===== src/rtl/decoder_nxm_seq_if.sv =====
// Bus bundle for decoder_nxm_seq: request handshake plus decoded select outputs.
// master drives the request side; slave is the decoder itself.
interface decoder_nxm_seq_if #(
  parameter int unsigned IN_W    = 3,
  parameter int unsigned DWELL_W = 8
) ();
  localparam int unsigned OUT_W = 2 ** IN_W;

  logic               enable;
  logic [1:0]         mode;
  logic               in_valid;
  logic               in_ready;
  logic [IN_W-1:0]    in_sel;
  logic [DWELL_W-1:0] dwell;
  logic [OUT_W-1:0]   out;
  logic               out_valid;
  logic               busy;

  modport master (
    output enable, mode, in_valid, in_sel, dwell,
    input  in_ready, out, out_valid, busy
  );

  modport slave (
    input  enable, mode, in_valid, in_sel, dwell,
    output in_ready, out, out_valid, busy
  );
endinterface


===== src/rtl/decoder_nxm_seq.sv =====
// Registered N-to-2^N one-hot (or one-cold) decoder with valid/ready input and
// hold, timed-pulse and auto-scan output modes.
module decoder_nxm_seq #(
  parameter int unsigned IN_W       = 3,
  parameter int unsigned DWELL_W    = 8,
  parameter bit          ACTIVE_LOW = 1'b0
) (
  input logic              clk,
  input logic              rst_n,
  decoder_nxm_seq_if.slave bus
);
  localparam int unsigned OUT_W = 2 ** IN_W;

  localparam logic [1:0] StIdle  = 2'd0;
  localparam logic [1:0] StHold  = 2'd1;
  localparam logic [1:0] StPulse = 2'd2;
  localparam logic [1:0] StScan  = 2'd3;

  localparam logic [OUT_W-1:0] Inactive = {OUT_W{ACTIVE_LOW}};
  localparam logic [OUT_W-1:0] OneHot0  = OUT_W'(1);

  logic [1:0]         state_q, state_d;
  logic [IN_W-1:0]    idx_q, idx_d;
  logic [DWELL_W-1:0] cnt_q, cnt_d;
  logic [DWELL_W-1:0] dwell_q, dwell_d;
  logic [OUT_W-1:0]   out_q, out_d;
  logic               valid_q, valid_d;
  logic               in_ready;
  logic               accept;
  logic               dwell_done;

  assign in_ready   = bus.enable & ((state_q == StIdle) | (state_q == StHold));
  assign accept     = bus.in_valid & in_ready;
  assign dwell_done = (cnt_q == dwell_q);

  always_comb begin
    state_d = state_q;
    idx_d   = idx_q;
    cnt_d   = cnt_q;
    dwell_d = dwell_q;
    valid_d = valid_q;

    if (!bus.enable) begin
      // Abort: drop to inactive outputs; nothing resumes when enable returns.
      state_d = StIdle;
      cnt_d   = '0;
      valid_d = 1'b0;
    end else begin
      case (state_q)
        StIdle, StHold: begin
          if (accept) begin
            idx_d   = bus.in_sel;
            dwell_d = bus.dwell;
            cnt_d   = '0;
            valid_d = 1'b1;
            case (bus.mode)
              2'b01:   state_d = StPulse;
              2'b10:   state_d = StScan;
              default: state_d = StHold;
            endcase
          end
        end
        StPulse: begin
          if (dwell_done) begin
            state_d = StIdle;
            cnt_d   = '0;
            valid_d = 1'b0;
          end else begin
            cnt_d = cnt_q + DWELL_W'(1);
          end
        end
        StScan: begin
          if (dwell_done) begin
            idx_d = idx_q + IN_W'(1);  // natural wrap: OUT_W is a power of two
            cnt_d = '0;
          end else begin
            cnt_d = cnt_q + DWELL_W'(1);
          end
        end
        default: begin
          state_d = StIdle;
          cnt_d   = '0;
          valid_d = 1'b0;
        end
      endcase
    end

    // Decode from next-state values so out and out_valid always agree.
    out_d = valid_d ? ((OneHot0 << idx_d) ^ Inactive) : Inactive;
  end

  always_ff @(posedge clk or negedge rst_n) begin
    if (!rst_n) begin
      state_q <= StIdle;
      idx_q   <= '0;
      cnt_q   <= '0;
      dwell_q <= '0;
      out_q   <= Inactive;
      valid_q <= 1'b0;
    end else begin
      state_q <= state_d;
      idx_q   <= idx_d;
      cnt_q   <= cnt_d;
      dwell_q <= dwell_d;
      out_q   <= out_d;
      valid_q <= valid_d;
    end
  end

  assign bus.in_ready  = in_ready;
  assign bus.out       = out_q;
  assign bus.out_valid = valid_q;
  assign bus.busy      = (state_q == StPulse) | (state_q == StScan);
endmodule


===== src/flat_wrapper.sv =====
// flat-port wrapper written by rule: the top's interface ports become plain ports
module decoder_nxm_seq_flat 
#(
  parameter int unsigned IN_W       = 3,
  parameter int unsigned DWELL_W    = 8,
  parameter bit          ACTIVE_LOW = 1'b0
)
  (clk, rst_n, bus_enable, bus_mode, bus_in_valid, bus_in_sel, bus_dwell, bus_in_ready, bus_out, bus_out_valid, bus_busy);
  decoder_nxm_seq_if #(.IN_W(IN_W), .DWELL_W(DWELL_W)) bus_i ();
  input logic clk;
  input logic rst_n;
  input wire logic [$bits(bus_i.enable)-1:0] bus_enable;
  input wire logic [$bits(bus_i.mode)-1:0] bus_mode;
  input wire logic [$bits(bus_i.in_valid)-1:0] bus_in_valid;
  input wire logic [$bits(bus_i.in_sel)-1:0] bus_in_sel;
  input wire logic [$bits(bus_i.dwell)-1:0] bus_dwell;
  output wire logic [$bits(bus_i.in_ready)-1:0] bus_in_ready;
  output wire logic [$bits(bus_i.out)-1:0] bus_out;
  output wire logic [$bits(bus_i.out_valid)-1:0] bus_out_valid;
  output wire logic [$bits(bus_i.busy)-1:0] bus_busy;
  assign bus_i.enable = bus_enable;
  assign bus_i.mode = bus_mode;
  assign bus_i.in_valid = bus_in_valid;
  assign bus_i.in_sel = bus_in_sel;
  assign bus_i.dwell = bus_dwell;
  assign bus_in_ready = bus_i.in_ready;
  assign bus_out = bus_i.out;
  assign bus_out_valid = bus_i.out_valid;
  assign bus_busy = bus_i.busy;
  decoder_nxm_seq #(.IN_W(IN_W), .DWELL_W(DWELL_W), .ACTIVE_LOW(ACTIVE_LOW)) u_core (.clk(clk), .rst_n(rst_n), .bus(bus_i));
endmodule

===== config.mk =====
export PLATFORM = sky130hd
export DESIGN_NAME = decoder_nxm_seq_flat
export DESIGN_NICKNAME = d
export VERILOG_FILES = /design/src/rtl/decoder_nxm_seq_if.sv /design/src/rtl/decoder_nxm_seq.sv /design/src/flat_wrapper.sv
export SDC_FILE = /design/constraint.sdc
export NUM_CORES = 1
export LEC_CHECK = 0
export BUFFER_PORTS_ARGS = -buffer_cell sky130_fd_sc_hd__buf_2
export CORE_MARGIN = 2
export CORE_UTILIZATION = 54
export CTS_CLUSTER_SIZE = 14
export DETAILED_ROUTE_END_ITERATION = 6
export PLACE_DENSITY = 0.78
export SETUP_SLACK_MARGIN = 0.05
export SYNTH_ARGS = -nofsm -noshare
export SYNTH_HDL_FRONTEND = slang
export SYNTH_SLANG_ARGS = --single-unit

===== constraint.sdc =====
create_clock -name clk -period 2.4 [get_ports clk]
set_clock_uncertainty 0.1 [all_clocks]
set_input_delay 0.48 -clock clk [delete_from_list [all_inputs] [get_ports clk]]
set_output_delay 0.48 -clock clk [all_outputs]
set_load 0.005 [all_outputs]

# Yosys cells after proc, flatten, opt, wreduce, memory -nomap -nowiden
# Cells that the tools add are included.
[word_totals]
output_inout_bits = 11
wordCells = 45
ff_bits = 30
input_bits = 17
[classes]
reduce_logical = 5
bitwise_logic = 4
eq_ne = 9
muxes = 18
shift = 1
addsub = 2
[op_table]
columns = ["cell", "count"]
rows = [
  ["$mux W8", 4],
  ["$pmux W8 S2", 1],
  ["$mux W3", 3],
  ["$add A8 B1 Y8 const B", 1],
  ["$eq A8 B8 Y1", 1],
  ["$pmux W2 S2", 2],
  ["$shl A1 B3 Y8 const A", 1],
  ["$eq A2 B2 Y1 const B", 3],
  ["$mux W2", 3],
  ["$ne A3 B2 Y1 const B", 2],
  ["$pmux W3 S2", 1],
  ["$reduce_and A3 Y1", 2],
  ["$eq A2 B1 Y1 const B", 2],
  ["$reduce_or A2 Y1", 2],
  ["$add A3 B1 Y3 const B", 1],
  ["$mux W1", 3],
  ["$ne A3 B1 Y1 const B", 1],
  ["$and A1 B1 Y1", 2],
  ["$logic_not A2 Y1", 1],
  ["$or A1 B1 Y1", 2],
  ["$pmux W1 S2", 1],
]

# Longest topological paths before layout
[logic_depth]
depth_word = 9
depth_mapped = 7
mapped_depth_nobuf = 6

# Least setup slack after synthesis
# Ideal clock, no wire load.
[synth_path]
path_kind = "input-to-reg"
from = "input bus_in_valid"
to = "register u_core.out_q[4], in the netlist u_core.bus.out[4]"
n_path_buf = 2
required_time_ps = 2195
arrival_time_ps = 1653
setup_slack_ps = 541
cell_stages = 7
setup_time_ps = 105
cell_sequence = "buf_2 > nand3b_1 > buf_2 > mux2i_1 > a21boi_1 > a32oi_1 > nor4b_1"
[synth_between]
elab_chain_cells = 6
elab_cells_between_ends = 9
classes_between = "1 x shift; 7 x mux; 1 x bitwise"
[synth_rtl]
columns = ["item", "line", "text"]
rows = [
  ["start: declaration", "flat_wrapper.sv:14", "input wire logic [$bits(bus_i.in_valid)-1:0] bus_in_valid;"],
  ["$and A1 B1 Y1 (*)", "decoder_nxm_seq.sv:33", "assign accept = bus.in_valid & in_ready;"],
  ["$mux W3", "decoder_nxm_seq.sv:51", "if (accept) begin"],
  ["$pmux W3 S2", "decoder_nxm_seq.sv:49", "case (state_q)"],
  ["$mux W3", "decoder_nxm_seq.sv:43", "if (!bus.enable) begin"],
  ["$shl A1 B3 Y8", "decoder_nxm_seq.sv:89", "out_d = valid_d ? ((OneHot0 << idx_d) ^ Inactive) : Inactive;"],
  ["$mux W8 (*)", "decoder_nxm_seq.sv:89", ""],
  ["named net u_core.out_d[4]", "decoder_nxm_seq.sv:26", "logic [OUT_W-1:0] out_q, out_d;"],
  ["end signal: assignment", "decoder_nxm_seq.sv:98", "out_q <= Inactive;"],
  ["end signal: assignment", "decoder_nxm_seq.sv:105", "out_q <= out_d;"],
  ["end: declaration", "decoder_nxm_seq.sv:26", ""],
]
# The timed path passes the listed nets; every way through them passes the cells marked *.
# A chain may end at the register's enable or synchronous reset.

# Final worst setup path
[layout_path]
from = "register u_core.cnt_q[0]"
to = "register u_core.out_q[6], in the netlist u_core.bus.out[6]"
[layout_between]
elab_chain_cells = 6
elab_cells_between_ends = 9
classes_between = "1 x eq/ne; 1 x shift; 7 x mux"
[layout_rtl]
columns = ["item", "line", "text"]
rows = [
  ["start: declaration", "decoder_nxm_seq.sv:24", "logic [DWELL_W-1:0] cnt_q, cnt_d;"],
  ["start signal: assignment", "decoder_nxm_seq.sv:103", "cnt_q <= cnt_d;"],
  ["$eq A8 B8 Y1 (*)", "decoder_nxm_seq.sv:34", "assign dwell_done = (cnt_q == dwell_q);"],
  ["$mux W3", "decoder_nxm_seq.sv:73", "if (dwell_done) begin"],
  ["$pmux W3 S2", "decoder_nxm_seq.sv:49", ""],
  ["$mux W3", "decoder_nxm_seq.sv:43", ""],
  ["$shl A1 B3 Y8", "decoder_nxm_seq.sv:89", ""],
  ["$mux W8 (*)", "decoder_nxm_seq.sv:89", ""],
  ["named net u_core.out_d[6]", "decoder_nxm_seq.sv:26", ""],
]
# Marked as above.

==> run summary <==
Hold Crit Class: in2async
Vias in the first global route: 1213
Syn_area_per_cell: 10.6 µm²
Row Count: 19
Lkg Pwr: 0.819 nW
Syn Std Cell Area: 1560 µm²
Crit path cell chain: xnor2_1 > nand4_1 > nor2_1 > a31oi_1 > nor4b_1
Final GP Congestion: 0.879
Largest net degree at the start of global routing: 31
R2R setup slack: 0.32 ns
Total number of vias: 1267
Crit-path slowest cell: dfrtp_1
Period Utilization, post-route: 86.6%
Sw frac: 31.4%
Chip Width: 57.8 µm
YS warnings: 0
CP arrival: 2.19 ns
Most frequent cells in the layout: 30 x dfrtp_1, 27 x buf_2, 12 x nor2_1
Commonest non-fill, non-tap cell in the layout: dfrtp_1
WP data required: 2.51 ns
WS Path Type: reg2reg
Max incr delay on CP: 0.48 ns
Post-CTS Setup Bufs: 0
Nets: 196
Final Max Tran Viols: 0
Htree depth: 2
Gr ovfl total: 0
DRT iter0 DRCs: 93
DR WL/cell: 15.8 µm
Net Sw Power: 0.382 mW
Gate Count Post-Synth: 147
Slew @ Worst Pin: 0.645 ns
Peak supply drop: 0.618 mV
Initial antenna violation count: 0
Pwr dens: 683 nW/µm²
Skew-Pair Late Insertion Delay: 0.33 ns
TritonCTS sink count: 30
Pre-CTS setup slack: 0.355 ns
P_int: 0.834 mW
DR DRC count: 0
Synth Register Bits: 30
Post-DRT Antenna Nets: 0
Relative slew slack: 57.0%
Die ar.: 3340 µm²
Hold Slack: 0.0666 ns
Crit path time final: 2.08 ns
Final setup violation count: 0
Status: finished, final reports clean
Port-buffer cells: 27
Maximum fanout along the worst path: 7
CTS tree: done
Most used flip-flop cell after synthesis: dfrtp_1
Fmax: 481 MHz
Synth Net Count: 167
Max Buffers Root-to-Sink: 2
Asr flop ratio synth: 100%
Sequential Power Share: 51.1%
Unique cell type count in the Yosys netlist: 43
Share of post-route cells with drive strength above 1: 27.7%
Starting Density: 56.6%
Root buffer cell: clkbuf_4
DR pass1 iterations: 4
Comb pwr share: 22.9%
Crit. End Element: flop
Setup WS post-layout: 0.323 ns
Core Region: 2760 µm²
Number of synthesized flops with an enable pin: 0
Num CTS Buffers: 5
Final hold vios: 0
Hold buffer count at cts: 0
N_diodes: 0
Clock power frac: 26.0%
Part of the Yosys area used for sequential elements: 48.1%
Worst setup SP type: flop
Unrepaired setup endpoints after global routing: false
Finished Core Util: 64.6%
Setup_tns: 0 ns
First-pass GRT wire length: 5550 µm
DRT Wirelength: 3290 µm
Vias/cell: 6.09
Die Y: 57.8 µm
Detail Placement HPWL: 2410 µm
Gr usage total: 22.1%
Max_cap viols: 0
Number of I/O pins: 28
Post_cts resized: 0
Worst-path clk slew: 0.10 ns
Area delta synth->final: 14.0%
## synthesized netlist by cell type, drive strengths merged (2+ instances only)
| master | instances | share of area (%) |
|---|---|---|
| a21oi | 6 | 1.9 |
| xor2 | 6 | 3.4 |
| nand4 | 7 | 2.8 |
| dfrtp | 30 | 48 |
| clkbuf | 3 | 0.72 |
| nand2 | 8 | 1.9 |
| a32oi | 2 | 1.1 |
| ha | 3 | 2.4 |
| and4 | 2 | 1.2 |
| inv | 6 | 1.6 |
| and3 | 5 | 2.3 |
| nand2b | 3 | 1.2 |
| buf | 3 | 0.96 |
| mux2 | 9 | 6.5 |
| nor4b | 4 | 2.2 |
| a211oi | 6 | 2.9 |
| xnor2 | 8 | 4.5 |
| nor2 | 12 | 2.9 |
| o21ai | 5 | 1.8 |
| nand3 | 2 | 0.64 |
## kinds of logic after synthesis
group / Yosys count / synth area share (%)
compound gates: 29 / 13.3
xor+xnor: 14 / 7.85
fa+ha+maj: 3 / 2.40
buf+inv: 12 / 3.29
flops: 30 / 48.1
mux: 10 / 7.13
simple gates: 49 / 17.9
## through the flow
step                      total power [mW]  cells  area (µm²)
after floorplan                      0.815    147        1560
after global placement               0.894    200        1720
after detailed placement             0.903    200        1720
after CTS                             1.22    208        1780
after global routing                  1.29    208        1780
final                                 1.22    208        1780
## sequential cells by signal, summed over array words and instances (netlist names)
| signal | count |
|---|---|
| u_core.bus.out | 8 |
| u_core.cnt_q | 8 |
| u_core.dwell_q | 8 |
| u_core.idx_q | 3 |
| u_core.state_q | 2 |
| u_core.bus.out_valid | 1 |
## critical path, delay by kind of cell, from the launching register on
kind,cells,cell delay [ns]
xor+xnor,1,0.21
compound gates,1,0.24
flops,1,0.48
simple gates,3,0.93
## power by group through the flow
stage               registers [mW]  clock network [mW]  logic, mW
floorplan                    0.610                   0      0.205
global placement             0.626                   0      0.268
detailed placement           0.629                   0      0.274
CTS                          0.619               0.326      0.278
global route                 0.627               0.350      0.313
finish                       0.621               0.316      0.279
## layer usage
| layer | global-route usage [%] | vias to the layer above | share of wire [%] |
|---|---|---|---|
| li1 | - | 596 | - |
| met2 | 33.3 | 56 | 45 |
| met4 | 8.31 | 0 | 2.9 |
| met1 | 30.6 | 601 | 43 |
| met5 | 0 | - | 0 |
| met3 | 6.25 | 14 | 8.6 |
## final timing paths
| kind | from | endpoint | cells after the start |
|---|---|---|---|
| max in group asynchronous | rst_n | u_core.dwell_q[1] | 1 |
| min in group clk | bus_dwell[3] | u_core.dwell_q[3] | 2 |
| setup / recovery | u_core.cnt_q[0] | u_core.bus.out[6] | 5 |
| hold reg to reg | u_core.dwell_q[3] | u_core.dwell_q[3] | 1 |
| hold / removal | rst_n | u_core.cnt_q[0] | 1 |
| setup reg to reg | u_core.cnt_q[0] | u_core.bus.out[6] | 5 |
## cell type report
| type | instances | area [µm²] |
|---|---|---|
| fillers | 220 | 977 |
| multi-input cells | 105 | 759 |
| flip-flops and latches | 30 | 751 |
| repair buffers | 28 | 143 |
| clock buffers | 6 | 51.3 |
| well taps | 31 | 38.8 |
| inverters | 6 | 25.0 |
| clock inverters | 2 | 12.5 |
(Power assumes the default switching activity.)
